[src/rtl/wb_arbiter_pkg.sv]
// Shared types and constants for the 3-master Wishbone arbiter.
//   N_MASTERS    : number of requesting masters
//   master_idx_t : index of a master (grant / last-granted registers)
//   arb_state_e  : arbiter FSM states
//   rr_next      : round-robin successor of a master index (wraps at N_MASTERS)
package wb_arbiter_pkg;

  localparam int unsigned N_MASTERS = 3;

  typedef logic [1:0] master_idx_t;

  typedef enum logic [1:0] {
    StIdle = 2'd0,
    StBusy = 2'd1,
    StTout = 2'd2
  } arb_state_e;

  function automatic master_idx_t rr_next(master_idx_t idx);
    return (idx >= master_idx_t'(N_MASTERS - 1)) ? '0 : idx + 2'd1;
  endfunction

endpackage

[src/rtl/wb_if.sv]
// Classic Wishbone bus bundle.
//   master modport : drives adr/cti/bte/dat_w/sel/cyc/stb/we, receives dat_r/ack/err
//   slave modport  : the mirror image
interface wb_if #(
  parameter int unsigned WB_ADDR_WIDTH = 32,
  parameter int unsigned WB_DATA_WIDTH = 32
);

  logic [WB_ADDR_WIDTH-1:0]   adr;
  logic [2:0]                 cti;
  logic [1:0]                 bte;
  logic [WB_DATA_WIDTH-1:0]   dat_w;
  logic [WB_DATA_WIDTH-1:0]   dat_r;
  logic [WB_DATA_WIDTH/8-1:0] sel;
  logic                       cyc;
  logic                       stb;
  logic                       we;
  logic                       ack;
  logic                       err;

  modport master (
    output adr, cti, bte, dat_w, sel, cyc, stb, we,
    input  dat_r, ack, err
  );

  modport slave (
    input  adr, cti, bte, dat_w, sel, cyc, stb, we,
    output dat_r, ack, err
  );

endinterface

[src/rtl/wb_rr_pick.sv]
// Combinational round-robin picker.
//   req       : one request bit per master
//   last      : most recently granted master
//   gnt_idx   : selected master (first requester after last, wrapping, last itself checked last)
//   gnt_valid : at least one request present
module wb_rr_pick
  import wb_arbiter_pkg::*;
(
  input  logic [N_MASTERS-1:0] req,
  input  master_idx_t          last,
  output master_idx_t          gnt_idx,
  output logic                 gnt_valid
);

  master_idx_t cand;

  always_comb begin
    gnt_idx   = '0;
    gnt_valid = 1'b0;
    cand      = last;
    for (int k = 0; k < int'(N_MASTERS); k++) begin
      cand = rr_next(cand);
      if (!gnt_valid && req[cand]) begin
        gnt_idx   = cand;
        gnt_valid = 1'b1;
      end
    end
  end

endmodule

[src/rtl/wb_arbiter_3x1.sv]
// Three-master to one-slave Wishbone arbiter with round-robin grant and slave watchdog.
//   clk, rst   : rising-edge clock, synchronous active-high reset
//   m0, m1, m2 : requesting masters (arbiter acts as their slave)
//   s0         : shared slave (arbiter acts as its master)
//   timeout_o  : one-cycle pulse when the watchdog expires
module wb_arbiter_3x1
  import wb_arbiter_pkg::*;
#(
  parameter int unsigned WB_ADDR_WIDTH  = 32,
  parameter int unsigned WB_DATA_WIDTH  = 32,
  parameter int unsigned TIMEOUT_CYCLES = 256
) (
  input  logic clk,
  input  logic rst,
  wb_if.slave  m0,
  wb_if.slave  m1,
  wb_if.slave  m2,
  wb_if.master s0,
  output logic timeout_o
);

  localparam int unsigned SelW = WB_DATA_WIDTH / 8;
  // Keep at least one bit so a disabled watchdog still elaborates.
  localparam int unsigned WdW  = (TIMEOUT_CYCLES == 0) ? 1 : $clog2(TIMEOUT_CYCLES + 1);

  typedef logic [WdW-1:0] wd_t;

  localparam wd_t WdMax  = wd_t'(TIMEOUT_CYCLES);
  localparam wd_t WdLast = (TIMEOUT_CYCLES == 0) ? '0 : wd_t'(TIMEOUT_CYCLES - 1);

  arb_state_e  state_q, state_d;
  master_idx_t grant_q, grant_d;
  master_idx_t last_q, last_d;
  wd_t         wd_cnt_q, wd_cnt_d;

  logic [N_MASTERS-1:0] req;
  master_idx_t          pick_idx;
  logic                 pick_valid;

  assign req = {m2.cyc, m1.cyc, m0.cyc};

  wb_rr_pick u_pick (
    .req       (req),
    .last      (last_q),
    .gnt_idx   (pick_idx),
    .gnt_valid (pick_valid)
  );

  // Request signals of the currently granted master.
  logic [WB_ADDR_WIDTH-1:0] g_adr;
  logic [2:0]               g_cti;
  logic [1:0]               g_bte;
  logic [WB_DATA_WIDTH-1:0] g_dat_w;
  logic [SelW-1:0]          g_sel;
  logic                     g_cyc, g_stb, g_we;

  always_comb begin
    case (grant_q)
      2'd0: begin
        g_adr = m0.adr; g_cti = m0.cti; g_bte = m0.bte; g_dat_w = m0.dat_w;
        g_sel = m0.sel; g_cyc = m0.cyc; g_stb = m0.stb; g_we    = m0.we;
      end
      2'd1: begin
        g_adr = m1.adr; g_cti = m1.cti; g_bte = m1.bte; g_dat_w = m1.dat_w;
        g_sel = m1.sel; g_cyc = m1.cyc; g_stb = m1.stb; g_we    = m1.we;
      end
      default: begin
        g_adr = m2.adr; g_cti = m2.cti; g_bte = m2.bte; g_dat_w = m2.dat_w;
        g_sel = m2.sel; g_cyc = m2.cyc; g_stb = m2.stb; g_we    = m2.we;
      end
    endcase
  end

  // Reset gates the bus immediately so nothing leaks out during the reset cycle.
  logic                     fwd, in_tout;
  logic                     rsp_ack, rsp_err;
  logic [WB_DATA_WIDTH-1:0] rsp_dat;

  always_comb begin
    fwd      = !rst && (state_q == StBusy);
    in_tout  = !rst && (state_q == StTout);

    s0.adr   = fwd ? g_adr   : '0;
    s0.cti   = fwd ? g_cti   : '0;
    s0.bte   = fwd ? g_bte   : '0;
    s0.dat_w = fwd ? g_dat_w : '0;
    s0.sel   = fwd ? g_sel   : '0;
    s0.we    = fwd && g_we;
    s0.cyc   = fwd && g_cyc;
    s0.stb   = fwd && g_stb;

    rsp_ack  = fwd && s0.ack;
    rsp_err  = (fwd && s0.err) || in_tout;
    rsp_dat  = fwd ? s0.dat_r : '0;

    m0.ack   = (grant_q == 2'd0) && rsp_ack;
    m0.err   = (grant_q == 2'd0) && rsp_err;
    m0.dat_r = (grant_q == 2'd0) ? rsp_dat : '0;
    m1.ack   = (grant_q == 2'd1) && rsp_ack;
    m1.err   = (grant_q == 2'd1) && rsp_err;
    m1.dat_r = (grant_q == 2'd1) ? rsp_dat : '0;
    m2.ack   = (grant_q == 2'd2) && rsp_ack;
    m2.err   = (grant_q == 2'd2) && rsp_err;
    m2.dat_r = (grant_q == 2'd2) ? rsp_dat : '0;

    timeout_o = in_tout;
  end

  // Unanswered strobe: the only condition under which the watchdog advances.
  logic stalled;
  assign stalled = g_stb && !s0.ack && !s0.err;

  always_comb begin
    state_d  = state_q;
    grant_d  = grant_q;
    last_d   = last_q;
    wd_cnt_d = '0;
    unique case (state_q)
      StIdle: begin
        if (pick_valid) begin
          grant_d = pick_idx;
          last_d  = pick_idx;
          state_d = StBusy;
        end
      end
      StBusy: begin
        if (!g_cyc) begin
          state_d = StIdle;
        end else if (TIMEOUT_CYCLES != 0 && stalled && wd_cnt_q == WdLast) begin
          state_d = StTout;
        end else if (stalled) begin
          wd_cnt_d = (wd_cnt_q == WdMax) ? wd_cnt_q : wd_cnt_q + 1'b1;
        end
      end
      StTout: begin
        state_d = g_cyc ? StBusy : StIdle;
      end
      default: state_d = StIdle;
    endcase
  end

  always_ff @(posedge clk) begin
    if (rst) begin
      state_q  <= StIdle;
      grant_q  <= '0;
      last_q   <= master_idx_t'(N_MASTERS - 1);
      wd_cnt_q <= '0;
    end else begin
      state_q  <= state_d;
      grant_q  <= grant_d;
      last_q   <= last_d;
      wd_cnt_q <= wd_cnt_d;
    end
  end

endmodule
[src/flat_wrapper.sv]
// flat-port wrapper written by rule: the top's interface ports become plain ports
module wb_arbiter_3x1_flat import wb_arbiter_pkg::*;
#(
  parameter int unsigned WB_ADDR_WIDTH  = 32,
  parameter int unsigned WB_DATA_WIDTH  = 32,
  parameter int unsigned TIMEOUT_CYCLES = 256
)
  (clk, rst, timeout_o, m0_adr, m0_cti, m0_bte, m0_dat_w, m0_sel, m0_cyc, m0_stb, m0_we, m0_dat_r, m0_ack, m0_err, m1_adr, m1_cti, m1_bte, m1_dat_w, m1_sel, m1_cyc, m1_stb, m1_we, m1_dat_r, m1_ack, m1_err, m2_adr, m2_cti, m2_bte, m2_dat_w, m2_sel, m2_cyc, m2_stb, m2_we, m2_dat_r, m2_ack, m2_err, s0_adr, s0_cti, s0_bte, s0_dat_w, s0_sel, s0_cyc, s0_stb, s0_we, s0_dat_r, s0_ack, s0_err);
  wb_if #(.WB_ADDR_WIDTH(WB_ADDR_WIDTH), .WB_DATA_WIDTH(WB_DATA_WIDTH)) m0_i ();
  wb_if #(.WB_ADDR_WIDTH(WB_ADDR_WIDTH), .WB_DATA_WIDTH(WB_DATA_WIDTH)) m1_i ();
  wb_if #(.WB_ADDR_WIDTH(WB_ADDR_WIDTH), .WB_DATA_WIDTH(WB_DATA_WIDTH)) m2_i ();
  wb_if #(.WB_ADDR_WIDTH(WB_ADDR_WIDTH), .WB_DATA_WIDTH(WB_DATA_WIDTH)) s0_i ();
  input  logic clk;
  input  logic rst;
  output logic timeout_o;
  input wire logic [$bits(m0_i.adr)-1:0] m0_adr;
  input wire logic [$bits(m0_i.cti)-1:0] m0_cti;
  input wire logic [$bits(m0_i.bte)-1:0] m0_bte;
  input wire logic [$bits(m0_i.dat_w)-1:0] m0_dat_w;
  input wire logic [$bits(m0_i.sel)-1:0] m0_sel;
  input wire logic [$bits(m0_i.cyc)-1:0] m0_cyc;
  input wire logic [$bits(m0_i.stb)-1:0] m0_stb;
  input wire logic [$bits(m0_i.we)-1:0] m0_we;
  output wire logic [$bits(m0_i.dat_r)-1:0] m0_dat_r;
  output wire logic [$bits(m0_i.ack)-1:0] m0_ack;
  output wire logic [$bits(m0_i.err)-1:0] m0_err;
  input wire logic [$bits(m1_i.adr)-1:0] m1_adr;
  input wire logic [$bits(m1_i.cti)-1:0] m1_cti;
  input wire logic [$bits(m1_i.bte)-1:0] m1_bte;
  input wire logic [$bits(m1_i.dat_w)-1:0] m1_dat_w;
  input wire logic [$bits(m1_i.sel)-1:0] m1_sel;
  input wire logic [$bits(m1_i.cyc)-1:0] m1_cyc;
  input wire logic [$bits(m1_i.stb)-1:0] m1_stb;
  input wire logic [$bits(m1_i.we)-1:0] m1_we;
  output wire logic [$bits(m1_i.dat_r)-1:0] m1_dat_r;
  output wire logic [$bits(m1_i.ack)-1:0] m1_ack;
  output wire logic [$bits(m1_i.err)-1:0] m1_err;
  input wire logic [$bits(m2_i.adr)-1:0] m2_adr;
  input wire logic [$bits(m2_i.cti)-1:0] m2_cti;
  input wire logic [$bits(m2_i.bte)-1:0] m2_bte;
  input wire logic [$bits(m2_i.dat_w)-1:0] m2_dat_w;
  input wire logic [$bits(m2_i.sel)-1:0] m2_sel;
  input wire logic [$bits(m2_i.cyc)-1:0] m2_cyc;
  input wire logic [$bits(m2_i.stb)-1:0] m2_stb;
  input wire logic [$bits(m2_i.we)-1:0] m2_we;
  output wire logic [$bits(m2_i.dat_r)-1:0] m2_dat_r;
  output wire logic [$bits(m2_i.ack)-1:0] m2_ack;
  output wire logic [$bits(m2_i.err)-1:0] m2_err;
  output wire logic [$bits(s0_i.adr)-1:0] s0_adr;
  output wire logic [$bits(s0_i.cti)-1:0] s0_cti;
  output wire logic [$bits(s0_i.bte)-1:0] s0_bte;
  output wire logic [$bits(s0_i.dat_w)-1:0] s0_dat_w;
  output wire logic [$bits(s0_i.sel)-1:0] s0_sel;
  output wire logic [$bits(s0_i.cyc)-1:0] s0_cyc;
  output wire logic [$bits(s0_i.stb)-1:0] s0_stb;
  output wire logic [$bits(s0_i.we)-1:0] s0_we;
  input wire logic [$bits(s0_i.dat_r)-1:0] s0_dat_r;
  input wire logic [$bits(s0_i.ack)-1:0] s0_ack;
  input wire logic [$bits(s0_i.err)-1:0] s0_err;
  assign m0_i.adr = m0_adr;
  assign m0_i.cti = m0_cti;
  assign m0_i.bte = m0_bte;
  assign m0_i.dat_w = m0_dat_w;
  assign m0_i.sel = m0_sel;
  assign m0_i.cyc = m0_cyc;
  assign m0_i.stb = m0_stb;
  assign m0_i.we = m0_we;
  assign m0_dat_r = m0_i.dat_r;
  assign m0_ack = m0_i.ack;
  assign m0_err = m0_i.err;
  assign m1_i.adr = m1_adr;
  assign m1_i.cti = m1_cti;
  assign m1_i.bte = m1_bte;
  assign m1_i.dat_w = m1_dat_w;
  assign m1_i.sel = m1_sel;
  assign m1_i.cyc = m1_cyc;
  assign m1_i.stb = m1_stb;
  assign m1_i.we = m1_we;
  assign m1_dat_r = m1_i.dat_r;
  assign m1_ack = m1_i.ack;
  assign m1_err = m1_i.err;
  assign m2_i.adr = m2_adr;
  assign m2_i.cti = m2_cti;
  assign m2_i.bte = m2_bte;
  assign m2_i.dat_w = m2_dat_w;
  assign m2_i.sel = m2_sel;
  assign m2_i.cyc = m2_cyc;
  assign m2_i.stb = m2_stb;
  assign m2_i.we = m2_we;
  assign m2_dat_r = m2_i.dat_r;
  assign m2_ack = m2_i.ack;
  assign m2_err = m2_i.err;
  assign s0_adr = s0_i.adr;
  assign s0_cti = s0_i.cti;
  assign s0_bte = s0_i.bte;
  assign s0_dat_w = s0_i.dat_w;
  assign s0_sel = s0_i.sel;
  assign s0_cyc = s0_i.cyc;
  assign s0_stb = s0_i.stb;
  assign s0_we = s0_i.we;
  assign s0_i.dat_r = s0_dat_r;
  assign s0_i.ack = s0_ack;
  assign s0_i.err = s0_err;
  wb_arbiter_3x1 #(.WB_ADDR_WIDTH(WB_ADDR_WIDTH), .WB_DATA_WIDTH(WB_DATA_WIDTH), .TIMEOUT_CYCLES(TIMEOUT_CYCLES)) u_core (.clk(clk), .rst(rst), .m0(m0_i), .m1(m1_i), .m2(m2_i), .s0(s0_i), .timeout_o(timeout_o));
endmodule
[config.mk]
export PLATFORM = sky130hd
export DESIGN_NAME = wb_arbiter_3x1_flat
export DESIGN_NICKNAME = d
export VERILOG_FILES = /design/src/rtl/wb_arbiter_pkg.sv /design/src/rtl/wb_if.sv /design/src/rtl/wb_rr_pick.sv /design/src/rtl/wb_arbiter_3x1.sv /design/src/flat_wrapper.sv
export SDC_FILE = /design/constraint.sdc
export NUM_CORES = 1
export LEC_CHECK = 0
export CAP_MARGIN = 20
export CORE_AREA = 2 2 174 176
export DETAILED_ROUTE_END_ITERATION = 7
export DIE_AREA = 0 0 176 178
export PLACE_DENSITY = 0.48
export SKIP_CTS_REPAIR_TIMING = 1
export SYNTH_ARGS = -nofsm -noshare
export SYNTH_HDL_FRONTEND = slang
export SYNTH_SLANG_ARGS = --single-unit
[constraint.sdc]
create_clock -name clk -period 3.45 [get_ports clk]
set_input_delay 0.5175 -clock clk [delete_from_list [all_inputs] [get_ports clk]]
set_output_delay 0.5175 -clock clk [all_outputs]
set_load 0.005 [all_outputs]
==> results of run 1 <==
synthesized netlist by cell type, drive strengths merged:
library cell,number
a21o,1
ha,3
o22a,1
nand4bb,1
nand3b,1
buf,23
mux2i,75
a211oi,1
xor2,3
a21oi,82
o31ai,1
nand3,4
nor4b,2
mux2,3
o21ai,2
nor2,163
clkbuf,22
nor2b,1
nand2b,3
nor3,3
nand2,5
inv,5
xnor2,3
a311o,1
dfxtp,14
and2,101
nor3b,1
or2,1
and3,4
o211ai,1
worst max-delay path: stages:
cell             delay, ns
clkdlybuf4s50_1       0.54
or2_4                 0.37
nor2_2                0.11
buf_4                 0.28
and2_1                0.18
clkdlybuf4s50_1       0.51
cell families after synthesis:
family                   synth area share
multiplexers                        0.242
AO/OA/AOI/OAI                       0.144
adder cells (fa/ha/maj)            0.0115
flip-flops                         0.0862
XOR/XNOR                           0.0162
AND/OR/NAND/NOR                     0.431
buffers and inverters              0.0681
routing by layer:
layer,routed length [µm],up-vias,GRT usage
li1,-,2593,-
met1,8020,2192,0.137
met5,0,-,0
met2,10000,207,0.215
met3,1650,2,0.0258
met4,22,0,0.00379
registers in the layout, summed over array words and instances (netlist names):
signal	cells
u_core.grant_q	1
u_core.last_q	2
u_core.state_q	2
u_core.wd_cnt_q	9
area by class of cell:
type / count / area, µm²
clock buffers: 4 / 88.8
well taps: 390 / 488
inverters: 5 / 18.8
repair buffers: 457 / 4590
fillers: 3190 / 21200
multi-input cells: 467 / 2760
flip-flops and latches: 14 / 288
per-stage QoR:
step	utilization	std cells	worst slack [ns]	hold WS (ns)
floorplan	-	531	1.47	0.469
global placement	0.277	1333	0.406	0.498
detailed placement	0.277	1333	0.370	0.505
CTS	0.280	1337	0.363	0.513
global route	0.280	1337	0.267	0.541
finish	0.280	1337	0.413	0.507
report_power, final:
| part | switching, µW | leakage, µW | total [µW] | internal [µW] |
|---|---|---|---|---|
| registers | 51.3 | 0.000115 | 224 | 173 |
| logic | 479 | 0.00282 | 1230 | 755 |
| clock network | 70.8 | 0.0000442 | 247 | 176 |
cell usage in the layout (no fill, tap or decap), types with 5 or more instances in the layout:
cell,n
buf_4,11
nor2_1,161
nand2_1,5
inv_1,5
and2_1,101
clkdlybuf4s50_1,442
a21oi_1,82
dfxtp_1,12
mux2i_1,75
how the worst max path moves through the flow:
stage / from / endpoint / slack [ns] / cells after the start
global placement: rst / m0_dat_r[21] / 0.41 / 6
detailed placement: rst / m0_dat_r[21] / 0.37 / 6
CTS: rst / m0_dat_r[10] / 0.36 / 6
floorplan: rst / m1_dat_r[10] / 1.47 / 5
finish: rst / m2_dat_r[15] / 0.41 / 6
global route: rst / m0_dat_r[21] / 0.27 / 6
==> flow_summary.toml, run 1 <==
[worst_setup_path]
r2r-end = "u_core.wd_cnt_q[1]"
rrSetupSlack_ns = 1.37
worstReg2RegStart = "u_core.wd_cnt_q[0]"
crit_fanout = 33
criticalPathCategory = "in2out"
end_kind = "output pin"
crit_required_ns = 2.93
worstSetupStartpointType = "input port"
worstPathArrival_ns = 2.52
reg2regPathDepth = 7

[clock_network]
tritoncts = "yes"
cts_root_buf = "clkbuf_16"
clockBufferDepth = 2
clock-sinks = 14
cts_buffers = 3
insertion_delay_ns = 0.24
cts_max_level = 1
clk_pin_slew_worst_paths_ns = 0.05

[worst_hold_path]
hold_path_end = "u_core.wd_cnt_q[1]"
holdPathStages = 2
hold_path_startpoint = "u_core.wd_cnt_q[1]"
hp-class = "reg2reg"

[floorplan]
die-area_um2 = 31300
start_util = 0.111
die_y_um = 178
io_pins = 443
die_w_um = 176
core_um2 = 29400
std_cell_rows = 63

[grt]
grt_usage = 0.114
grt_pass1_wl_um = 28200
grt_remaining_overflow = 0
grt_max_degree = 49
grt_pass1_vias = 4778
antenna_found_initial = 0

[detailed_routing]
viasPerCell = 3.74
drc = 0
ant_nets = 0
first_pass_iters = 4
wirelength_um = 19700
drt_iter0_markers = 197
via_count = 4994
wl_per_cell_um = 14.7

[yosys]
ys_seq_area_frac = 0.0862
ys_seq_elements = 14
synth_top_area_cell = "mux2i_1"
synth_fp_nets = 798
synth.area.top_cells = "mux2i_1 (23%), and2_1 (19%), nor2_1 (19%), a21oi_1 (13%), dfxtp_1 (8.6%)"
synth_cells = 531
yosysUniqueCellTypes = 36
netlist_area_um2 = 3250
yosys_warnings = 0
synth_top_area_frac = 0.231
synth_area_per_cell_um2 = 6.12

[final_layout]
area_growth_pct = 153
antenna_cells = 0
fin_nets = 1215
design_area_um2 = 8230
drive_gt1_frac = 0.0296

[timing]
clock_skew_ns = 0.00212
rsz0062_at_grt = "false"
setup_viol = 0
tightestPinTransition_ns = 0.574
slew_headroom = 0.614
min_period_ns = 3.04
slew_viol_final = 0
max_freq_ghz = 0.329
finalCritPeriodShare = 0.880
hold_violations = 0
setup_tns_ns = 0

[placed_design]
place.gp.congestion = 0.780
portBuffers = 442
placed_cell_area_um2 = 8150
dp_hpwl_um = 16600

[power]
p_total_uw = 1700
power.density_nw_per_um2 = 207
max-vdd-ir-drop_uv = 206
leakagePower_uw = 0.00298

[run]
drv_cap = 0

[status]
status = "complete, no violations"
Power figures use the tool's default switching activity.
==> run 2, diff against run 1 <==
--- a/config.mk
+++ b/config.mk
@@ -6,11 +6,12 @@
 export NUM_CORES = 1
 export LEC_CHECK = 0
 export CAP_MARGIN = 20
-export CORE_AREA = 2 2 174 176
+export CORE_AREA = 2 2 171 173
 export DETAILED_ROUTE_END_ITERATION = 7
-export DIE_AREA = 0 0 176 178
-export PLACE_DENSITY = 0.48
+export DIE_AREA = 0 0 173 175
+export PLACE_DENSITY = 0.49
 export SKIP_CTS_REPAIR_TIMING = 1
 export SYNTH_ARGS = -nofsm -noshare
 export SYNTH_HDL_FRONTEND = slang
 export SYNTH_SLANG_ARGS = --single-unit
+export TNS_END_PERCENT = 100
==> run 2 against run 1 <==
Non-clock buffer count decreased by 4. Clock skew decreased by 0.0014 ns. Fmax shrank 1.7%. Largest cell class unchanged. Clock-buffer cell count unchanged. Core utilization up 0.80 points. Critical endpoint is now m0_dat_r[21]. Critical path type unchanged. Power down 0.59%. Clock power down 2%.
==> flow_summary.toml, run 2 (synthesized netlist as in run 1, its figures left out) <==
[final_layout]
nFillCells = 3071
most-common-layout-cells = "clkdlybuf4s50_1 (442), nor2_1 (161), and2_1 (101)"
largest_reg_flops = 9
drive_gt1_frac = 0.0255
area_growth_pct = 151
layout_commonest_cell = "clkdlybuf4s50_1"
fin_nets = 1211
regMostFlops = "u_core.wd_cnt_q"
antenna_cells = 0
reg_top3 = "u_core.wd_cnt_q (9), u_core.last_q (2), u_core.state_q (2)"

[clock_network]
insertion_delay_ns = 0.24
clk_pin_slew_worst_paths_ns = 0.05
clockBufferDepth = 2
tritoncts = "yes"
clock-sinks = 14
cts_max_level = 1
cts_buffers = 3
cts_root_buf = "clkbuf_16"

[worst_setup_path]
worstSetupStartpointType = "input port"
cp_common_cell = "clkdlybuf4s50_1"
crit_fanout = 33
path_delay_family = "buffers and inverters"
crit_cells = 6
path_buf_inv = 3
reg2regPathDepth = 7
worstPathArrival_ns = 2.57
end_kind = "output pin"
slowest_delay_ns = 0.54
criticalPathCategory = "in2out"
crit_required_ns = 2.93
crit_slowest_cell = "clkdlybuf4s50_1"
cp_cell_sequence = "clkdlybuf4s50_1 > or2_4 > nor3_2 > buf_4 > and2_1 > clkdlybuf4s50_1"

[grt]
grt_pass1_wl_um = 29400
grt_remaining_overflow = 0
antenna_found_initial = 0
grt_usage = 0.121
grt_max_degree = 55
grt_pass1_vias = 4878

[timing]
slew_viol_final = 0
finalCritPeriodShare = 0.896
slew_headroom = 0.614
clock_skew_ns = 0.000700
hold_violations = 0
min_period_ns = 3.09
max_freq_ghz = 0.324
worst_slack_ns = 0.360
rsz0062_at_grt = "false"
tightestPinTransition_ns = 0.574
setup_tns_ns = 0
setup_viol = 0

[run]
drv_cap = 0

[floorplan]
die_w_um = 173
std_cell_rows = 62
io_pins = 443
die_y_um = 175
start_util = 0.115
die-area_um2 = 30300
core_um2 = 28400

[status]
status = "complete, no violations"

[placed_design]
place.gp.congestion = 0.818
dp_slack_ns = 0.346
portBuffers = 442
dp_hpwl_um = 16700

[power]
leakagePower_uw = 0.00296
max-vdd-ir-drop_uv = 165
power.density_nw_per_um2 = 207

[detailed_routing]
viasPerCell = 3.79
wirelength_um = 20200
first_pass_iters = 4
wl_per_cell_um = 15.2
via_count = 5026
ant_nets = 0
drc = 0
drt_iter0_markers = 131

[worst_hold_path]
hp-class = "reg2reg"
holdPathStages = 2
[run 2: cell types whose count changed in the layout (fill, tap and decap cells not counted), sizes merged]
cell	change
buf	-4
[run 2: power breakdown]
part	switching [µW]	internal, µW	total [µW]
clock	66.7	176	242
sequential	43.0	173	216
combinational	495	741	1240
total	604	1090	1690
[run 2: metrics by stage]
stage,power (µW),hold slack (ns),util,area [µm²],instances
2_1_floorplan,744,0.469,-,3250,531
3_3_place_gp,1470,0.501,0.285,8090,1323
3_5_place_dp,1470,0.504,0.285,8090,1323
4_1_cts,1720,0.510,0.288,8180,1327
5_1_grt,1820,0.549,0.288,8180,1327
6_report,1690,0.507,0.288,8180,1327
[run 2: worst reg2reg max path, stage by stage, from the launching register on]
cell       delay [ns]
dfxtp_1          0.34
ha_1             0.24
and3_1           0.20
and3_1           0.19
ha_1             0.23
nor3_1           0.14
nand4bb_1        0.38
a21oi_1          0.23
[run 2: final timing paths]
| path | startpoint | to | slack, ns |
|---|---|---|---|
| worst max-delay path | rst | m0_dat_r[21] | 0.36 |
| worst min register to register | u_core.wd_cnt_q[1] | u_core.wd_cnt_q[1] | 0.51 |
| worst min-delay path | u_core.wd_cnt_q[1] | u_core.wd_cnt_q[1] | 0.51 |
| worst max register to register | u_core.wd_cnt_q[0] | u_core.wd_cnt_q[1] | 1.43 |
[run 2: final cells by class]
class                   instances  area [µm²]  share of cell area
flip-flops and latches         14         288              0.0352
multi-input cells             467        2760               0.337
repair buffers                453        4540               0.556
well taps                     384         480              0.0588
clock buffers                   4        88.8              0.0109
inverters                       5        18.8             0.00229
[run 2: layer usage]
layer	global-route usage	up-vias	share of wire
met5	0	-	0
met4	0.0102	0	0.0087
met3	0.0274	10	0.065
met2	0.219	207	0.49
met1	0.153	2227	0.43
li1	-	2582	-
==> run 3, diff against run 2 <==
--- a/config.mk
+++ b/config.mk
@@ -9,6 +9,7 @@
 export CORE_AREA = 2 2 171 173
 export DETAILED_ROUTE_END_ITERATION = 7
 export DIE_AREA = 0 0 173 175
+export GPL_TIMING_DRIVEN = 0
 export PLACE_DENSITY = 0.49
 export SKIP_CTS_REPAIR_TIMING = 1
 export SYNTH_ARGS = -nofsm -noshare
==> run 3 against run 2 <==
Critical path depth unchanged. Fmax decreased by 5.3%. Setup slack got worse by 0.17 ns. Register-to-register slack improved by 0.19 ns. Power increased by 0.97%. Combinational power increased by 6%. Core utilization increased by 0.29 points. First-iteration DRC count increased by 34%. Clock skew increased by 0.0013 ns. Clock power decreased by 12%. Largest power group unchanged. Highest routed layer is now met5.
==> flow_summary.toml, run 3 (synthesized netlist as in run 1, its figures left out) <==
[grt]
grt_pass1_vias = 5212
grt_remaining_overflow = 0
grt_max_degree = 11
grt_pass1_wl_um = 33000
grt_usage = 0.140
antenna_found_initial = 2

[clock_network]
insertion_delay_ns = 0.24
cts_buffers = 3
cts_max_level = 1
clk_pin_slew_worst_paths_ns = 0.04
cts_root_buf = "clkbuf_16"
tritoncts = "yes"
clock-sinks = 14
clockBufferDepth = 2

[final_layout]
nFillCells = 3173
most-common-layout-cells = "clkdlybuf4s50_1 (442), nor2_1 (161), and2_1 (101)"
area_growth_pct = 154
instances_no_fill = 1360
regMostFlops = "u_core.wd_cnt_q"
fin_nets = 1244
layout_commonest_cell = "clkdlybuf4s50_1"
drive_gt1_frac = 0.0349
reg_top3 = "u_core.wd_cnt_q (9), u_core.last_q (2), u_core.state_q (2)"
largest_reg_flops = 9
utilization = 0.291

[worst_setup_path]
criticalPathCategory = "in2out"
crit_fanout = 10
crit_required_ns = 2.93
end_kind = "output pin"
cp_common_cell = "clkdlybuf4s50_1"
worstPathArrival_ns = 2.75
cp_cell_sequence = "clkdlybuf4s50_1 > or2_4 > nor2_2 > clkbuf_1 > and2_1 > clkdlybuf4s50_1"
slowest_delay_ns = 0.53
worstSetupStartpointType = "input port"
crit_slowest_cell = "clkdlybuf4s50_1"

[power]
max-vdd-ir-drop_uv = 290
power.density_nw_per_um2 = 207
leakagePower_uw = 0.00301
p_total_uw = 1710

[detailed_routing]
ant_nets = 0
drc = 0
wirelength_um = 22900
via_count = 5232
wl_per_cell_um = 16.8
viasPerCell = 3.85
first_pass_iters = 4
drt_iter0_markers = 175

[timing]
finalCritPeriodShare = 0.946
worst_slack_ns = 0.187
slew_headroom = 0.507
rsz0062_at_grt = "false"
setup_viol = 0
setup_tns_ns = 0
tightestPinTransition_ns = 0.739
max_freq_ghz = 0.306
slew_viol_final = 0
min_period_ns = 3.26
clock_skew_ns = 0.00200
hold_violations = 0

[worst_hold_path]
hp-class = "reg2reg"

[floorplan]
core_um2 = 28400
io_pins = 443
std_cell_rows = 62
start_util = 0.115
die_w_um = 173
die_y_um = 175
die-area_um2 = 30300

[placed_design]
portBuffers = 442
dp_hpwl_um = 19300
place.gp.congestion = 0.828
placed_cells = 1357
dp_slack_ns = -0.210

[run]
drv_cap = 0

[status]
status = "complete, no violations"
run 3: cell type report:
class,count,area (µm²),area share
Antenna cell,1,2.50,0.000303
Buffer,44,209,0.0253
Clock buffer,3,75.1,0.00909
Inverter,5,18.8,0.00227
Multi-Input combinational cell,467,2770,0.335
Sequential cell,14,280,0.0339
Tap cell,384,480,0.0582
Timing Repair Buffer,442,4420,0.536
run 3: worst max-delay path: cells and delay by family:
| family | cells | cell delay (ns) |
|---|---|---|
| buf+inv | 3 | 1.41 |
| simple gates | 3 | 0.81 |
run 3: per-layer routing:
layer | vias to the layer above | wire [µm] | track usage
met3 | 18 | 1480 | 0.0302
met5 | - | 13 | 0
met2 | 225 | 11600 | 0.255
li1 | 2650 | - | -
met1 | 2337 | 9530 | 0.171
met4 | 2 | 286 | 0.0194
run 3: report_power, final:
| part | leakage [µW] | internal [µW] | switching [µW] |
|---|---|---|---|
| combinational | 0.00286 | 751 | 568 |
| sequential | 0.000114 | 172 | 6.72 |
| clock | 0.0000370 | 151 | 61.8 |
run 3: worst paths after layout:
path | endpoint | startpoint | depth (start not counted) | slack, ns
max | m1_dat_r[15] | rst | 6 | 0.19
min | u_core.wd_cnt_q[1] | u_core.wd_cnt_q[1] | 2 | 0.49
min reg2reg | u_core.wd_cnt_q[1] | u_core.wd_cnt_q[1] | 2 | 0.49
max reg2reg | u_core.wd_cnt_q[8] | u_core.wd_cnt_q[0] | 8 | 1.62
run 3: per-stage QoR:
| step | hold slack (ns) | instance area, µm² |
|---|---|---|
| 4_1_cts | 0.504 | 8230 |
| 3_3_place_gp | 0.488 | 8160 |
| 5_1_grt | 0.538 | 8260 |
| 3_5_place_dp | 0.497 | 8160 |
| 6_report | 0.495 | 8260 |
| 2_1_floorplan | 0.469 | 3250 |
